==> src/rtl/countdown_pkg.sv <==
// countdown_pkg: shared types and helpers for the countdown timer.
//   state_e          - two-state control FSM encoding (IDLE, RUN)
//   MIN_WIDTH        - smallest supported counter width (one 4-bit slice)
//   prescale_width() - width of the optional EN-tick prescaler counter
package countdown_pkg;

    typedef enum logic [0:0] {
        IDLE = 1'b0,
        RUN  = 1'b1
    } state_e;

    localparam int MIN_WIDTH = 4;

    // Never returns 0 so the prescaler register always has a legal width.
    function automatic int prescale_width(input int prescale);
        if (prescale < 2) begin
            return 1;
        end else begin
            return $clog2(prescale);
        end
    endfunction

endpackage

==> src/rtl/down_count_slice.sv <==
// down_count_slice: 4-bit decrementing counter slice, the building block of
// the countdown timer's borrow chain.
// Ports:
//   clk        - clock, rising edge
//   rst        - synchronous active-high reset (count -> 0)
//   load       - parallel load strobe, wins over decrement
//   load_val   - 4-bit value captured on load
//   borrow_in  - decrement this slice by one
//   count      - registered slice value
//   zero       - slice value is 0
//   borrow_out - this slice wraps 0 -> F, so the next slice must decrement
module down_count_slice (
    input  logic       clk,
    input  logic       rst,
    input  logic       load,
    input  logic [3:0] load_val,
    input  logic       borrow_in,
    output logic [3:0] count,
    output logic       zero,
    output logic       borrow_out
);

    logic [3:0] count_q;
    logic [3:0] count_d;

    // Next slice value: load first, then decrement on borrow-in.
    always_comb begin
        count_d = count_q;
        if (load) begin
            count_d = load_val;
        end else if (borrow_in) begin
            count_d = count_q - 4'd1;
        end else begin
            count_d = count_q;
        end
    end

    // Slice value register.
    always_ff @(posedge clk) begin
        if (rst) begin
            count_q <= 4'd0;
        end else begin
            count_q <= count_d;
        end
    end

    assign count      = count_q;
    assign zero       = (count_q == 4'd0);
    assign borrow_out = borrow_in & zero;

endmodule

==> src/rtl/countdown_timer.sv <==
// countdown_timer: loadable down-counter with terminal-count detection,
// optional auto-reload and a combinational borrow-out for cascading.
// Optional feature macro: COUNTDOWN_PRESCALER_EN (EN-tick prescaler by
// PRESCALE); when undefined every EN tick in RUN decrements.
// Ports:
//   CLK        - clock, rising edge
//   RST        - synchronous active-high reset
//   LOAD       - capture LOAD_VAL and (re)start; LOAD_VAL=0 expires at once
//   LOAD_VAL   - start / reload value
//   RELOAD     - 1: auto-reload on expiry, 0: one-shot
//   ABORT      - stop and clear without DONE
//   EN         - decrement tick / borrow-in from a lower stage
//   COUNT_VAL  - registered current count
//   BUSY       - registered, 1 while in RUN
//   DONE       - registered one-cycle expiry pulse
//   BORROW_OUT - combinational terminal tick for the next stage's EN
module countdown_timer
    import countdown_pkg::*;
#(
    parameter int WIDTH    = 16,
    parameter int PRESCALE = 4
) (
    input  logic             CLK,
    input  logic             RST,
    input  logic             LOAD,
    input  logic [WIDTH-1:0] LOAD_VAL,
    input  logic             RELOAD,
    input  logic             ABORT,
    input  logic             EN,
    output logic [WIDTH-1:0] COUNT_VAL,
    output logic             BUSY,
    output logic             DONE,
    output logic             BORROW_OUT
);

    localparam int NSLICE = (WIDTH < MIN_WIDTH) ? 1 : (WIDTH / 4);
    localparam logic [WIDTH-1:0] COUNT_ONE = {{(WIDTH-1){1'b0}}, 1'b1};

    state_e             state_q;
    state_e             state_d;
    logic [WIDTH-1:0]   reload_q;
    logic [WIDTH-1:0]   reload_d;
    logic               busy_q;
    logic               busy_d;
    logic               done_q;
    logic               done_d;

    logic [WIDTH-1:0]   count_s;
    logic [NSLICE-1:0]  zero_s;
    logic [NSLICE:0]    borrow_s;
    logic               borrow_top_unused_s;
    logic               slice_load_s;
    logic [WIDTH-1:0]   slice_val_s;

    logic               count_one_s;
    logic               count_zero_s;
    logic               load_zero_s;
    logic               run_en_s;
    logic               presc_tick_s;
    logic               terminal_s;
    logic               dec_s;

    assign count_one_s  = (count_s == COUNT_ONE);
    assign count_zero_s = &zero_s;
    assign load_zero_s  = (LOAD_VAL == {WIDTH{1'b0}});

    // An EN tick only counts in RUN when nothing of higher priority happens.
    assign run_en_s   = (state_q == RUN) & EN & ~ABORT & ~LOAD;
    assign terminal_s = run_en_s & presc_tick_s & count_one_s;
    // The zero guard keeps the counter from ever wrapping below 0.
    assign dec_s      = run_en_s & presc_tick_s & ~count_one_s & ~count_zero_s;

    // BORROW_OUT is deliberately not masked by LOAD/ABORT: it reflects the
    // raw terminal tick so a cascaded stage decrements on the same edge.
    assign BORROW_OUT = (state_q == RUN) & EN & count_one_s & presc_tick_s;

`ifdef COUNTDOWN_PRESCALER_EN
    localparam int PW = prescale_width(PRESCALE);

    logic [PW-1:0] presc_q;
    logic [PW-1:0] presc_d;
    logic          presc_clr_s;

    assign presc_tick_s = (presc_q == PW'(PRESCALE - 1));
    assign presc_clr_s  = ABORT | LOAD | terminal_s;

    // Prescaler next value: counts RUN EN ticks modulo PRESCALE.
    always_comb begin
        presc_d = presc_q;
        if (presc_clr_s) begin
            presc_d = {PW{1'b0}};
        end else if (run_en_s) begin
            if (presc_tick_s) begin
                presc_d = {PW{1'b0}};
            end else begin
                presc_d = presc_q + {{(PW-1){1'b0}}, 1'b1};
            end
        end else begin
            presc_d = presc_q;
        end
    end

    // Prescaler register.
    always_ff @(posedge CLK) begin
        if (RST) begin
            presc_q <= {PW{1'b0}};
        end else begin
            presc_q <= presc_d;
        end
    end
`else
    // PRESCALE has no effect without the prescaler.
    localparam int PRESCALE_UNUSED = PRESCALE;

    assign presc_tick_s = 1'b1;
`endif

    // Slice load control: ABORT and one-shot expiry clear, LOAD and
    // reload expiry restart from a value.
    always_comb begin
        slice_load_s = 1'b0;
        slice_val_s  = {WIDTH{1'b0}};
        reload_d     = reload_q;
        if (ABORT) begin
            slice_load_s = 1'b1;
        end else if (LOAD) begin
            slice_load_s = 1'b1;
            slice_val_s  = LOAD_VAL;
            reload_d     = LOAD_VAL;
        end else if (terminal_s) begin
            slice_load_s = 1'b1;
            slice_val_s  = RELOAD ? reload_q : {WIDTH{1'b0}};
        end else begin
            slice_load_s = 1'b0;
        end
    end

    assign borrow_s[0] = dec_s;

    genvar gi;
    generate
        for (gi = 0; gi < NSLICE; gi++) begin : g_slice
            down_count_slice u_slice (
                .clk        (CLK),
                .rst        (RST),
                .load       (slice_load_s),
                .load_val   (slice_val_s[4*gi +: 4]),
                .borrow_in  (borrow_s[gi]),
                .count      (count_s[4*gi +: 4]),
                .zero       (zero_s[gi]),
                .borrow_out (borrow_s[gi+1])
            );
        end
    endgenerate

    // The top slice never borrows because decrements are never applied at 0.
    assign borrow_top_unused_s = borrow_s[NSLICE];

    // Next-state logic.
    always_comb begin
        state_d = state_q;
        case (state_q)
            IDLE: begin
                if (ABORT) begin
                    state_d = IDLE;
                end else if (LOAD && !load_zero_s) begin
                    state_d = RUN;
                end else begin
                    state_d = IDLE;
                end
            end
            RUN: begin
                if (ABORT) begin
                    state_d = IDLE;
                end else if (LOAD) begin
                    state_d = load_zero_s ? IDLE : RUN;
                end else if (terminal_s && !RELOAD) begin
                    state_d = IDLE;
                end else begin
                    state_d = RUN;
                end
            end
            default: begin
                state_d = IDLE;
            end
        endcase
    end

    // Output decode: DONE on expiry or on a zero load, BUSY follows RUN.
    always_comb begin
        done_d = (~ABORT & LOAD & load_zero_s) | terminal_s;
        busy_d = (state_d == RUN);
    end

    // State, reload and output registers.
    always_ff @(posedge CLK) begin
        if (RST) begin
            state_q  <= IDLE;
            reload_q <= {WIDTH{1'b0}};
            busy_q   <= 1'b0;
            done_q   <= 1'b0;
        end else begin
            state_q  <= state_d;
            reload_q <= reload_d;
            busy_q   <= busy_d;
            done_q   <= done_d;
        end
    end

    assign COUNT_VAL = count_s;
    assign BUSY      = busy_q;
    assign DONE      = done_q;

endmodule

==> config.mk <==
export PLATFORM = sky130hd
export DESIGN_NAME = countdown_timer
export DESIGN_NICKNAME = d
export VERILOG_FILES = /design/src/rtl/countdown_pkg.sv /design/src/rtl/down_count_slice.sv /design/src/rtl/countdown_timer.sv
export SDC_FILE = /design/constraint.sdc
export NUM_CORES = 1
export LEC_CHECK = 0
export ABC_AREA = 1
export BUFFER_PORTS_ARGS = -buffer_cell sky130_fd_sc_hd__buf_2
export CAP_MARGIN = 40
export CORE_MARGIN = 5
export CORE_UTILIZATION = 45
export CTS_CLUSTER_SIZE = 14
export DETAILED_ROUTE_END_ITERATION = 8
export GPL_TIMING_DRIVEN = 0
export PLACE_DENSITY = 0.67
export SYNTH_ARGS = -nofsm -noshare
export SYNTH_HDL_FRONTEND = slang
export SYNTH_SLANG_ARGS = --single-unit
==> constraint.sdc <==
create_clock -name CLK -period 3.6 [get_ports CLK]
set_input_delay 0.36 -clock CLK [delete_from_list [all_inputs] [get_ports CLK]]
set_output_delay 0.36 -clock CLK [all_outputs]
set_load 0.03 [all_outputs]
After elaboration in Yosys (flattened, before gate mapping):

Index checks and enable logic that the tools add are counted.

* bits in registers: 34
* output and inout bits: 19
* logic and storage cells: 67
* bits of input ports: 22

* reductions and logical operators: 15
* $add $sub $neg: 4
* mux-type cells: 22
* bitwise gates (word level): 18
* equality and inequality tests: 1

Operators with widths (number)
* two-way mux 16 bit: 4
* two-way mux 4 bit: 8
* equality test 16 x 1 -> 1 bit, second input constant: 1
* logical NOT 16 bit: 1
* logical NOT 4 bit: 4
* subtractor 4 x 1 -> 4 bit, second input constant: 4
* bitwise AND 1 bit: 12
* two-way mux 1 bit: 9
* nonzero test 2 bit: 4
* NOT 1 bit: 5
* AND reduction 4 bit: 1
* logical AND 1 bit: 2
* logical NOT 1 bit: 2
* one-hot mux 1 bit (2 select lines): 1
* AND reduction 2 bit: 1
* OR 1 bit: 1

Depth between registers and ports, before layout:

Gate-level depths: netlist (run 1).

* depth in word-level cells: 10
* gate-level depth with buffers: 13
* mapped depth without buffers: 12

Modules after synthesis:

From an unflattened synthesis (run 1), not the netlist that was laid out.

* cells, all modules: 339
* area total of the unflattened synthesis: 2232.1 um2

By module, submodules not included
* countdown_timer: times used 1, area each 1201.2 um2, cells an instance 171, sequential area each 360.3 um2
* down_count_slice: times used 4, area each 257.7 um2, cells an instance 42, sequential area each 80.1 um2

Worst setup path after synthesis (run 1):

No wires, ideal clock.

* path kind: register to register
* start: reg g_slice[3].u_slice.count_q[0]
* end: reg g_slice[3].u_slice.count_q[0]
* data arrival time: 1.621 ns
* path slack: 1.851 ns
* required time: 3.472 ns
* period minus slack after synthesis: 1.749 ns
* setup time: 0.128 ns
* stages on the path, launching flop included: 13
* buffers on the path: 0
* cell sequence: dfxtp_1 -> inv_1 -> ha_1 -> nand2_1 -> nor2_8 -> nand3b_4 -> nand2_4 -> inv_4 -> nand2_2 -> nand2_2 -> nand2_1 -> nand2_1 -> nor2_1

* longest elaborated chain between the ends: 8
* elaborated cells on any way between the ends: 21
* classes of those cells: 1 x add/sub; 1 x eq/ne; 8 x mux; 8 x bitwise; 3 x reduce/logical

RTL lines
* from (decl): line down_count_slice.sv:23 `logic [3:0] count_q;`
* from (signal assigned): line down_count_slice.sv:43 `count_q <= count_d;`
* equality test 16 x 1 -> 1 bit / logical NOT 4 bit (equally long branches): line countdown_timer.sv:63, down_count_slice.sv:48
* NOT 1 bit / AND reduction 4 bit (equally long branches): line countdown_timer.sv:71, countdown_timer.sv:64
* bitwise AND 1 bit / NOT 1 bit (equally long branches): line countdown_timer.sv:71 `assign dec_s = run_en_s & presc_tick_s & ~count_one_s & ~count_zero_s;`
* bitwise AND 1 bit: line countdown_timer.sv:71
* bitwise AND 1 bit (3 in a row): line down_count_slice.sv:49 `assign borrow_out = borrow_in & zero;`
* nonzero test 2 bit (no line)

Parallel ways exist; a longest one is shown, timed or not. The select of a mux whose other input is x is not followed.
A chain may end at the register's enable or synchronous reset.

Worst setup path in the final report (run 1):

* start: reg g_slice[2].u_slice.count_q[0]
* end: out BORROW_OUT

* longest elaborated chain between the ends: 2

RTL lines
* from (decl): line down_count_slice.sv:23
* from (signal assigned): line down_count_slice.sv:43
* equality test 16 x 1 -> 1 bit: line countdown_timer.sv:63 `assign count_one_s = (count_s == COUNT_ONE);`
* bitwise AND 1 bit: line countdown_timer.sv:75 `assign BORROW_OUT = (state_q == RUN) & EN & count_one_s & presc_tick_s;`
* to (decl): line countdown_timer.sv:33 `output logic BORROW_OUT`

No other way between the ends.

==> results of run 1 <==
critical path: cells and delay by family, from the launching register on:
kind	cells	cell delay [ns]
flops	1	0.34
simple gates	3	0.41
buf+inv	3	0.34
fa+ha+maj	1	0.19
metal layers:
layer | up-vias | GRT usage (%)
met3 | 9 | 4.54
met4 | 0 | 6.47
met2 | 75 | 29.0
li1 | 1126 | -
met1 | 942 | 25.2
met5 | - | 0
area by class of cell:
type | instances | area (sq um) | area share, %
buffer | 10 | 65.1 | 2.64
timing repair buffer | 39 | 195 | 7.91
tap | 54 | 67.6 | 2.74
sequential | 34 | 681 | 27.6
inverter | 33 | 128 | 5.17
multi-input combinational | 250 | 1250 | 50.6
clock buffer | 6 | 82.6 | 3.35
cell usage in the layout, fill, tap and decap left out, drive strengths merged, types with 2 or more instances in the layout:
master,count
nor3,2
xor2,6
dfxtp,34
nand3b,2
a21boi,2
a21oi,23
ha,8
clkbuf,11
nand3,24
o21ai,14
nand2,112
nor2,44
nand4,9
inv,32
buf,44
sequential cells by signal (all words and copies together) (netlist names):
signal and cells:
BUSY 1, reload_q 16, DONE 1, g_slice.u_slice.count 16
power breakdown:
group / total (W) / internal (W) / switching, W
Clock: 0.000281 / 0.000147 / 0.000134
Combinational: 0.000226 / 0.0000770 / 0.000149
Sequential: 0.000419 / 0.000399 / 0.0000196
Total: 0.000926 / 0.000624 / 0.000303
cell families after synthesis:
family	synth area share, %
AND/OR/NAND/NOR	40.6
buffers and inverters	9.07
AO/OA/AOI/OAI	10.7
flip-flops	32.1
adder cells (fa/ha/maj)	4.71
XOR/XNOR	2.89
per-stage QoR:
stage	total power, W	std cells
floorplan	0.000589	327
global placement	0.000650	420
detailed placement	0.000653	420
CTS	0.000935	426
global route	0.000988	426
finish	0.000926	426
path summary, 6_finish.rpt:
path	end	slack, ns	cells past startpoint
max	BORROW_OUT	1.68	7
min	DONE	0.29	2
max reg2reg	g_slice[1].u_slice.count[3]	1.85	11
min reg2reg	reload_q[0]	0.47	2
==> out/metrics.csv, run 1 <==
stage,metric,value,unit
clock_network,insertion delay to the later sink of the worst-skew pair,0.28,ns
routing,Top Layer Used,met4,
sta,Hold Fails Final Rpt,0,
routing,DRC Markers,0,
yosys,largest cells by area after synthesis,"dfxtp_1 32%, nand2_1 19%, nor2_1 6.7%, nand3_1 5.7%, a21oi_1 5.4%",
worst_setup_path,worst endpoint required time,3.24,ns
worst_setup_path,CP Launch Type,flip-flop,
floorplan,die width,78.7,um
yosys,Synth cell types,32,
clock_network,postcts setup bufs,0,
yosys,Avg Inst Size Synth,6.49,sq um
routing,DRT met1 WL,2590,um
layout,Filler cells,484,
sta,post-layout minimum cycle time,1.92,ns
sta,fin worst setup slack,1.68,ns
sta,Final period util,53.2,%
routing,vias per cell,5.05,
worst_setup_path,Critical Path Most Common Cell,inv_1,
worst_setup_path,Worst path slowest cell,dfxtp_1,
grt,initial antenna violation count,0,
yosys,Syn Nets,357,
layout,# diodes,0,
worst_setup_path,CP max FO,6,
outcome,status,"finished, final reports clean",
clock_network,Resized Gates After CTS,0,
grt,GRT Resource Usage Total,18.7,%
power_and_ir_drop,P_leak,1.26,nW
worst_setup_path,CP arrival,1.56,ns
yosys,top cell type's share of synthesized area,32.1,%
worst_setup_path,CP Launch Point,g_slice[2].u_slice.count[0],
floorplan,floorplan row count,25,
layout,final instance area,2470,sq um
power_and_ir_drop,Worst VDD drop,0.197,mV
yosys,cell accounting for the most synthesized area,dfxtp_1,
routing,drt first pass iters,4,
worst_setup_path,crit path cell chain,"inv_1, ha_1, nand2_2, nor2_8, nand3b_4, inv_1, buf_2",
routing,Initial DRC Count,124,
layout,Layout area overhead,16.3,%
routing,wire length per cell,12.8,um
layout,Util after Layout,53.0,%
floorplan,die area,6190,sq um
yosys,Syn Inst Count,327,
job,Max Cap Viol,0,
place,"worst slack, placed",1.81,ns
yosys,Async SR Flop Fraction,0,%
place,DP HPWL,4230,um
clock_network,CTS Buffer Depth,2,
routing,via count,2152,
routing,WL met3,385,um
layout,layout cell share with drive strength beyond 1,18.3,%
sta,Worst Skew,0.00503,ns
clock_network,Root Buffer,clkbuf_8,
clock_network,H-tree lvl count,2,
sta,setup TNS,0,ns
sta,Fin Hold WS,0.291,ns
yosys,Post-Syn Area,2120,sq um
sta,final max-slew violation count,0,
sta,setup repair after global routing missed its margin,false,
floorplan,core area,4660,sq um
grt,vias in the first global route,1974,
grt,largest net degree at the start of global routing,11,
worst_setup_path,reg-to-reg startpoint,g_slice[2].u_slice.count[0],
clock_network,Sink Count,34,
place,DP Area,2390,sq um
place,PortBufs,39,
routing,Post-Route WL,5450,um
routing,ANT nets after route,0,
layout,Nets,403,
power_and_ir_drop,PwrDens,375,nW/um^2
clock_network,TritonCTS clock tree,yes,
sta,Max Fclk,522,MHz
clock_network,CTS hold repair buffers,0,
grt,first-pass GRT wire length,9180,um
yosys,Syn. warnings,0,
min_path,Hold Crit Class,primary input to flip-flop,
yosys,"flops & latches, synth",34,
place,routability congestion estimate,0.818,
worst_setup_path,Worst path max stage delay,0.34,ns
routing,length of routed met2 wiring,2380,um
yosys,ys flop type,dfxtp_1,
grt,GRT overflow,0,
worst_setup_path,CP Class,flip-flop to output pin,
sta,Worst slew margin,63.6,%
min_path,HP Start,RST,
yosys,"EDFF count, synth",0,
yosys,most frequent cell after synthesis,nand2_1,
clock_network,register clock-pin slew on the reported worst setup and hold paths,0.07,ns
floorplan,number of I/O pins,41,
yosys,top post-synthesis cells by count,"107 x nand2_1, 38 x nor2_1, 34 x dfxtp_1",
floorplan,Die Height,78.7,um
floorplan,Initial Utilization,45.6,%
worst_setup_path,CP Capture Type,output pin,
clock_network,CTS Buf Count,5,
sta,final setup violation count,0,
yosys,post-synthesis sequential area ratio,32.1,%
sta,worst slew pin tran,0.546,ns
(Power assumes the default switching activity.)
==> run 2: changes to the inputs <==
==> constraint.sdc (replaced) <==
create_clock -name CLK -period 1.8 [get_ports CLK]
set_input_delay 0.18 -clock CLK [delete_from_list [all_inputs] [get_ports CLK]]
set_output_delay 0.18 -clock CLK [all_outputs]
set_load 0.03 [all_outputs]
==> run 2 against run 1 <==
  * Clock-buffer cell count unchanged
  * Sequential cell count is the same
  * Non-clock buffer count is 2 higher
  * Critical endpoint unchanged
  * Global-route usage unchanged
  * Critical path type unchanged
  * Cell area grew 2.3%
  * Wire length up 1.8%
  * Hold slack lost 0.18 ns
  * Core utilization rose by 1.2 points
  * Die area unchanged
  * First-iteration DRC count grew 9.7%
==> out/metrics.csv, run 2 (same netlist as run 1, synthesis figures left out) <==
stage,metric,value,unit
outcome,status,"finished, final reports clean",
worst_setup_path,Crit path max-delay family,flip-flops,
power_and_ir_drop,PwrDens,741,nW/um^2
floorplan,Die Height,78.7,um
layout,# diodes,0,
routing,Initial DRC Count,136,
sta,Worst slew margin,63.9,%
grt,GRT met2 Usage,29.0,%
grt,vias in the first global route,1974,
worst_setup_path,Worst path slowest cell,dfxtp_1,
floorplan,floorplan row count,25,
layout,"commonest non-fill, non-tap cells in the layout","105 x nand2_1, 39 x buf_2, 38 x nor2_1",
grt,met3 Use GR,4.54,%
min_path,HP Start,RST,
sta,setup TNS,0,ns
layout,layout cell share with drive strength beyond 1,21.7,%
grt,largest net degree at the start of global routing,11,
layout,Nets,405,
grt,GRT Resource Usage Total,18.7,%
grt,global routing usage on met1,25.2,%
worst_setup_path,CP Launch Type,flip-flop,
sta,Fin Hold WS,0.107,ns
grt,first-pass GRT wire length,9180,um
worst_setup_path,CP arrival,1.50,ns
clock_network,TritonCTS clock tree,yes,
worst_setup_path,CP Buf/Inv Count,2,
sta,post-layout minimum cycle time,1.68,ns
min_path,Hold Crit Class,primary input to flip-flop,
power_and_ir_drop,P_leak,1.28,nW
sta,worst slew pin tran,0.542,ns
routing,Post-Route WL,5550,um
clock_network,H-tree lvl count,2,
worst_setup_path,Worst Reg2Reg Path Length in Cells,11,
place,DP HPWL,4230,um
sta,Worst Skew,0.00525,ns
grt,initial antenna violation count,0,
routing,wire length per cell,13.0,um
sta,setup repair after global routing missed its margin,true,
clock_network,CTS hold repair buffers,0,
routing,DRC Markers,0,
clock_network,CTS Buf Count,5,
clock_network,Root Buffer,clkbuf_8,
worst_setup_path,CP Capture Type,output pin,
routing,via count,2170,
min_path,Hold Path Depth,2,
layout,"commonest non-fill, non-tap cell in the layout",nand2_1,
routing,ANT nets after route,0,
grt,global route hottest layer,met2,
worst_setup_path,Reg2Reg Setup Slack,0.12,ns
routing,drt first pass iters,4,
layout,Layout area overhead,19.0,%
clock_network,insertion delay to the later sink of the worst-skew pair,0.29,ns
clock_network,CTS Buffer Depth,2,
routing,vias per cell,5.07,
sta,Final period util,93.5,%
power_and_ir_drop,Worst VDD drop,0.395,mV
floorplan,number of I/O pins,41,
min_path,hold endpoint,DONE,
place,routability congestion estimate,0.818,
layout,Util after Layout,54.2,%
worst_setup_path,reg-to-reg startpoint,g_slice[0].u_slice.count[0],
place,PortBufs,39,
sta,Hold Fails Final Rpt,0,
job,Max Cap Viol,0,
worst_setup_path,CP max FO,5,
worst_setup_path,crit path cell chain,"ha_1, nand3_2, nor2_4, nand3b_4, inv_1, buf_4",
sta,Max Fclk,594,MHz
floorplan,Initial Utilization,45.6,%
sta,final max-slew violation count,0,
floorplan,die width,78.7,um
worst_setup_path,worst endpoint required time,1.62,ns
sta,final setup violation count,0,
floorplan,die area,6190,sq um
floorplan,core area,4660,sq um
clock_network,register clock-pin slew on the reported worst setup and hold paths,0.06,ns
grt,GRT overflow,0,
power_and_ir_drop,Power Total,0.00187,W
worst_setup_path,Worst path max stage delay,0.40,ns
worst_setup_path,CP Class,flip-flop to output pin,
clock_network,Sink Count,34,
worst_setup_path,worst flop-to-flop path endpoint,g_slice[1].u_slice.count[3],
==> run 2: cell count changes in the layout (fill, tap and decap cells not counted), moves of 2 or more <==
cell	change
nand3_1	-2
dfxtp_2	+3
buf_4	+3
dfxtp_1	-3
inv_1	-3
nand2_1	-2
nand3_2	+2
inv_2	+3
==> run 2: how the worst max path moves through the flow <==
stage / startpoint / endpoint / slack, ns / cells past startpoint
3_3_place_gp: g_slice[1].u_slice.count[0] / g_slice[1].u_slice.count[3] / 0.06 / 11
5_1_grt: g_slice[0].u_slice.count[1] / g_slice[3].u_slice.count[2] / -0.008 / 12
3_5_place_dp: g_slice[2].u_slice.count[0] / g_slice[1].u_slice.count[3] / 0.05 / 11
4_1_cts: g_slice[2].u_slice.count[0] / g_slice[1].u_slice.count[3] / 0.04 / 11
6_report: g_slice[0].u_slice.count[0] / BORROW_OUT / 0.12 / 6
2_1_floorplan: g_slice[3].u_slice.count[0] / g_slice[3].u_slice.count[0] / 0.05 / 12
==> run 2: stage by stage <==
step / cells / cell area [sq um] / setup WS (ns)
3_5_place_dp: 420 / 2390 / 0.0523
5_1_grt: 428 / 2530 / -0.00821
2_1_floorplan: 327 / 2120 / 0.0515
6_report: 428 / 2530 / 0.116
3_3_place_gp: 420 / 2390 / 0.0625
4_1_cts: 426 / 2470 / 0.0436
==> run 2: power breakdown <==
part / total [W] / switching, W / leakage [nW] / internal [W]
sequential: 0.000840 / 0.0000402 / 0.280 / 0.000800
clock: 0.000559 / 0.000264 / 0.0431 / 0.000295
combinational: 0.000474 / 0.000308 / 0.953 / 0.000165
total: 0.00187 / 0.000613 / 1.28 / 0.00126
==> run 2: layout make-up <==
| cell class | instances | area (sq um) |
|---|---|---|
| Timing Repair Buffer | 41 | 213 |
| Multi-Input combinational cell | 250 | 1290 |
| Clock buffer | 6 | 82.6 |
| Inverter | 33 | 128 |
| Fill cell | 473 | 2130 |
| Buffer | 10 | 65.1 |
| Tap cell | 54 | 67.6 |
| Sequential cell | 34 | 684 |
==> run 2: what timing repair did <==
item / 4_1_cts / 5_1_grt
setup endpoints to repair: 0 / 17
hold endpoints to repair: 0 / 0
setup buffers: 0 / 2
resized for setup: 0 / 16
==> run 2: metal layers <==
layer,wire length (um),vias to the layer above
met1,2620,960
li1,-,1133
met4,81,0
met3,379,9
met2,2460,68
met5,0,-
==> run 3: changes to the inputs <==
--- a/config.mk
+++ b/config.mk
@@ -5,7 +5,6 @@
 export SDC_FILE = /design/constraint.sdc
 export NUM_CORES = 1
 export LEC_CHECK = 0
-export ABC_AREA = 1
 export BUFFER_PORTS_ARGS = -buffer_cell sky130_fd_sc_hd__buf_2
 export CAP_MARGIN = 40
 export CORE_MARGIN = 5
==> run 3 against run 2 <==
  * The run now ends with setup timing left
  * Clock power grew 3.9%
  * Register-to-register slack got worse by 0.65 ns
  * Cell area increased by 15%
  * Largest power group unchanged
  * Highest routed layer unchanged
==> out/metrics.csv, run 3 <==
stage,metric,value,unit
outcome,status,finished with violations,
outcome,failing checks,setup timing,
yosys,"flops & latches, synth",34,
floorplan,die width,78.0,um
yosys,Synth cell types,57,
min_path,HP Start,LOAD_VAL[0],
worst_setup_path,CP max FO,5,
worst_setup_path,CP Class,flip-flop to flip-flop,
layout,layout cell share with drive strength beyond 1,39.0,%
yosys,Post-Syn Area,2080,sq um
power_and_ir_drop,PwrDens,750,nW/um^2
min_path,Hold Crit Class,primary input to flip-flop,
sta,setup repair after global routing missed its margin,true,
routing,DRC Markers,0,
grt,GRT Resource Usage Total,23.1,%
clock_network,TritonCTS clock tree,yes,
worst_setup_path,Crit path depth,8,
sta,final max-slew violation count,0,
job,Max Cap Viol,0,
clock_network,Sink Count,34,
layout,# diodes,0,
clock_network,register clock-pin slew on the reported worst setup and hold paths,0.07,ns
clock_network,insertion delay to the later sink of the worst-skew pair,0.28,ns
yosys,Async SR Flop Fraction,0,%
worst_setup_path,CP Buf/Inv Count,2,
worst_setup_path,CP Launch Point,g_slice[2].u_slice.count[1],
layout,Layout area overhead,39.5,%
grt,global route hottest layer,met1,
yosys,Syn. warnings,0,
grt,initial antenna violation count,0,
routing,Initial DRC Count,233,
routing,ANT nets after route,0,
yosys,ys flop type,dfxtp_1,
grt,GRT met2 Usage,33.4,%
yosys,most frequent cell after synthesis,nand2_1,
layout,"commonest non-fill, non-tap cells in the layout","44 x nand2_1, 39 x buf_2, 26 x dfxtp_1",
grt,GRT overflow,0,
sta,Final period util,130,%
place,PortBufs,39,
sta,setup TNS,-7.80,ns
yosys,top post-synthesis cells by count,"45 x nand2_1, 34 x dfxtp_1, 23 x a21oi_1",
sta,Worst Skew,0.00380,ns
yosys,post-synthesis sequential area ratio,32.7,%
grt,vias in the first global route,2209,
sta,worst slew pin tran,0.665,ns
worst_setup_path,Worst path max stage delay,0.56,ns
floorplan,Initial Utilization,47.2,%
power_and_ir_drop,Power Total,0.00218,W
floorplan,Die Height,78.0,um
worst_setup_path,worst endpoint required time,1.97,ns
power_and_ir_drop,Worst VDD drop,0.414,mV
yosys,Syn Inst Count,265,
worst_setup_path,Worst Reg2Reg Path Length in Cells,8,
yosys,Syn Nets,295,
floorplan,number of I/O pins,41,
sta,final setup violation count,19,
layout,"commonest non-fill, non-tap cell in the layout",nand2_1,
worst_setup_path,CP arrival,2.51,ns
place,routability congestion estimate,0.896,
clock_network,CTS Buffer Depth,2,
routing,via count,2317,
clock_network,CTS Buf Count,5,
worst_setup_path,reg-to-reg startpoint,g_slice[2].u_slice.count[1],
sta,Max Fclk,428,MHz
floorplan,die area,6090,sq um
layout,Filler cells,394,
worst_setup_path,Worst path slowest cell,or4_4,
worst_setup_path,crit path cell chain,"inv_4, ha_4, or4b_4, or4_4, buf_6, a31oi_4, nor3_2, o41ai_2",
yosys,"EDFF count, synth",0,
routing,vias per cell,6.02,
yosys,cell accounting for the most synthesized area,dfxtp_1,
place,DP Area,2470,sq um
grt,met3 Use GR,3.66,%
sta,Worst slew margin,55.6,%
yosys,top cell type's share of synthesized area,32.7,%
worst_setup_path,CP Launch Type,flip-flop,
clock_network,CTS hold repair buffers,0,
grt,global routing usage on met1,34.6,%
worst_setup_path,Crit path max-delay family,simple AND/OR/NAND/NOR gates,
sta,fin worst setup slack,-0.537,ns
sta,Hold Fails Final Rpt,0,
clock_network,Root Buffer,clkbuf_8,
place,DP HPWL,4840,um
grt,first-pass GRT wire length,11500,um
floorplan,core area,4410,sq um
routing,wire length per cell,17.6,um
grt,largest net degree at the start of global routing,11,
worst_setup_path,CP Capture Type,flip-flop,
layout,final instance area,2900,sq um
yosys,largest cells by area after synthesis,"dfxtp_1 33%, nand2_1 8.1%, a21oi_1 5.5%, ha_1 4.8%, nand3_1 2.6%",
routing,drt first pass iters,5,
routing,Post-Route WL,6760,um
min_path,Hold Path Depth,3,
floorplan,floorplan row count,24,
sta,Fin Hold WS,0.161,ns
yosys,Avg Inst Size Synth,7.86,sq um
clock_network,H-tree lvl count,2,
layout,Nets,362,
sta,post-layout minimum cycle time,2.34,ns
power_and_ir_drop,P_leak,1.13,nW
run 3: repair_timing:
item / in CTS / in global routing
endpoints found under the hold margin: 0 / 0
resized for setup: 39 / 9
pin swaps: 16 / 4
setup buffers: 14 / 5
cloned: 2 / 0
setup endpoints to repair: 19 / 23
run 3: layer usage:
metal,wire [um],vias up
met5,0,-
met4,139,0
met3,584,12
met2,2890,106
met1,3140,1077
li1,-,1122
run 3: power breakdown:
group / internal [W] / switching, W / leakage, nW / total [W]
logic: 0.000331 / 0.000414 / 0.800 / 0.000744
registers: 0.000801 / 0.0000525 / 0.284 / 0.000853
clock network: 0.000309 / 0.000272 / 0.0482 / 0.000581
total: 0.00144 / 0.000739 / 1.13 / 0.00218
run 3: tightest hold or removal path, stage by stage:
cell     delay (ns)
buf_2          0.12
nand2_1        0.05
a21oi_1        0.05
run 3: final cells by class:
type	count	area [sq um]	area share [%]
clock inverter	1	5.00	0.172
buffer	18	101	3.49
tap	52	65.1	2.24
inverter	14	67.6	2.33
clock buffer	7	86.3	2.97
sequential	34	708	24.4
multi-input combinational	199	1500	51.6
timing repair buffer	60	372	12.8
run 3: through the flow:
step                      cells  setup WS (ns)  utilization (%)
after detailed placement    356         -0.750             55.9
after global placement      356         -0.782             55.9
after global routing        385         -0.615             65.8
after floorplan             265         -0.461                -
final                       385         -0.537             65.8
after CTS                   380         -0.519             64.4
run 3: path summary, 6_finish.rpt:
path | to | slack [ns]
worst max-delay path | g_slice[0].u_slice.count[0] | -0.54
worst min-delay path | reload_q[0] | 0.16
worst max register to register | g_slice[0].u_slice.count[0] | -0.54
worst min register to register | reload_q[4] | 0.46
run 3: cell families after synthesis:
family	Yosys count	synth area share, %
simple gates	118	30.6
buf+inv	32	6.31
fa+ha+maj	8	4.81
compound gates	73	25.5
flops	34	32.7
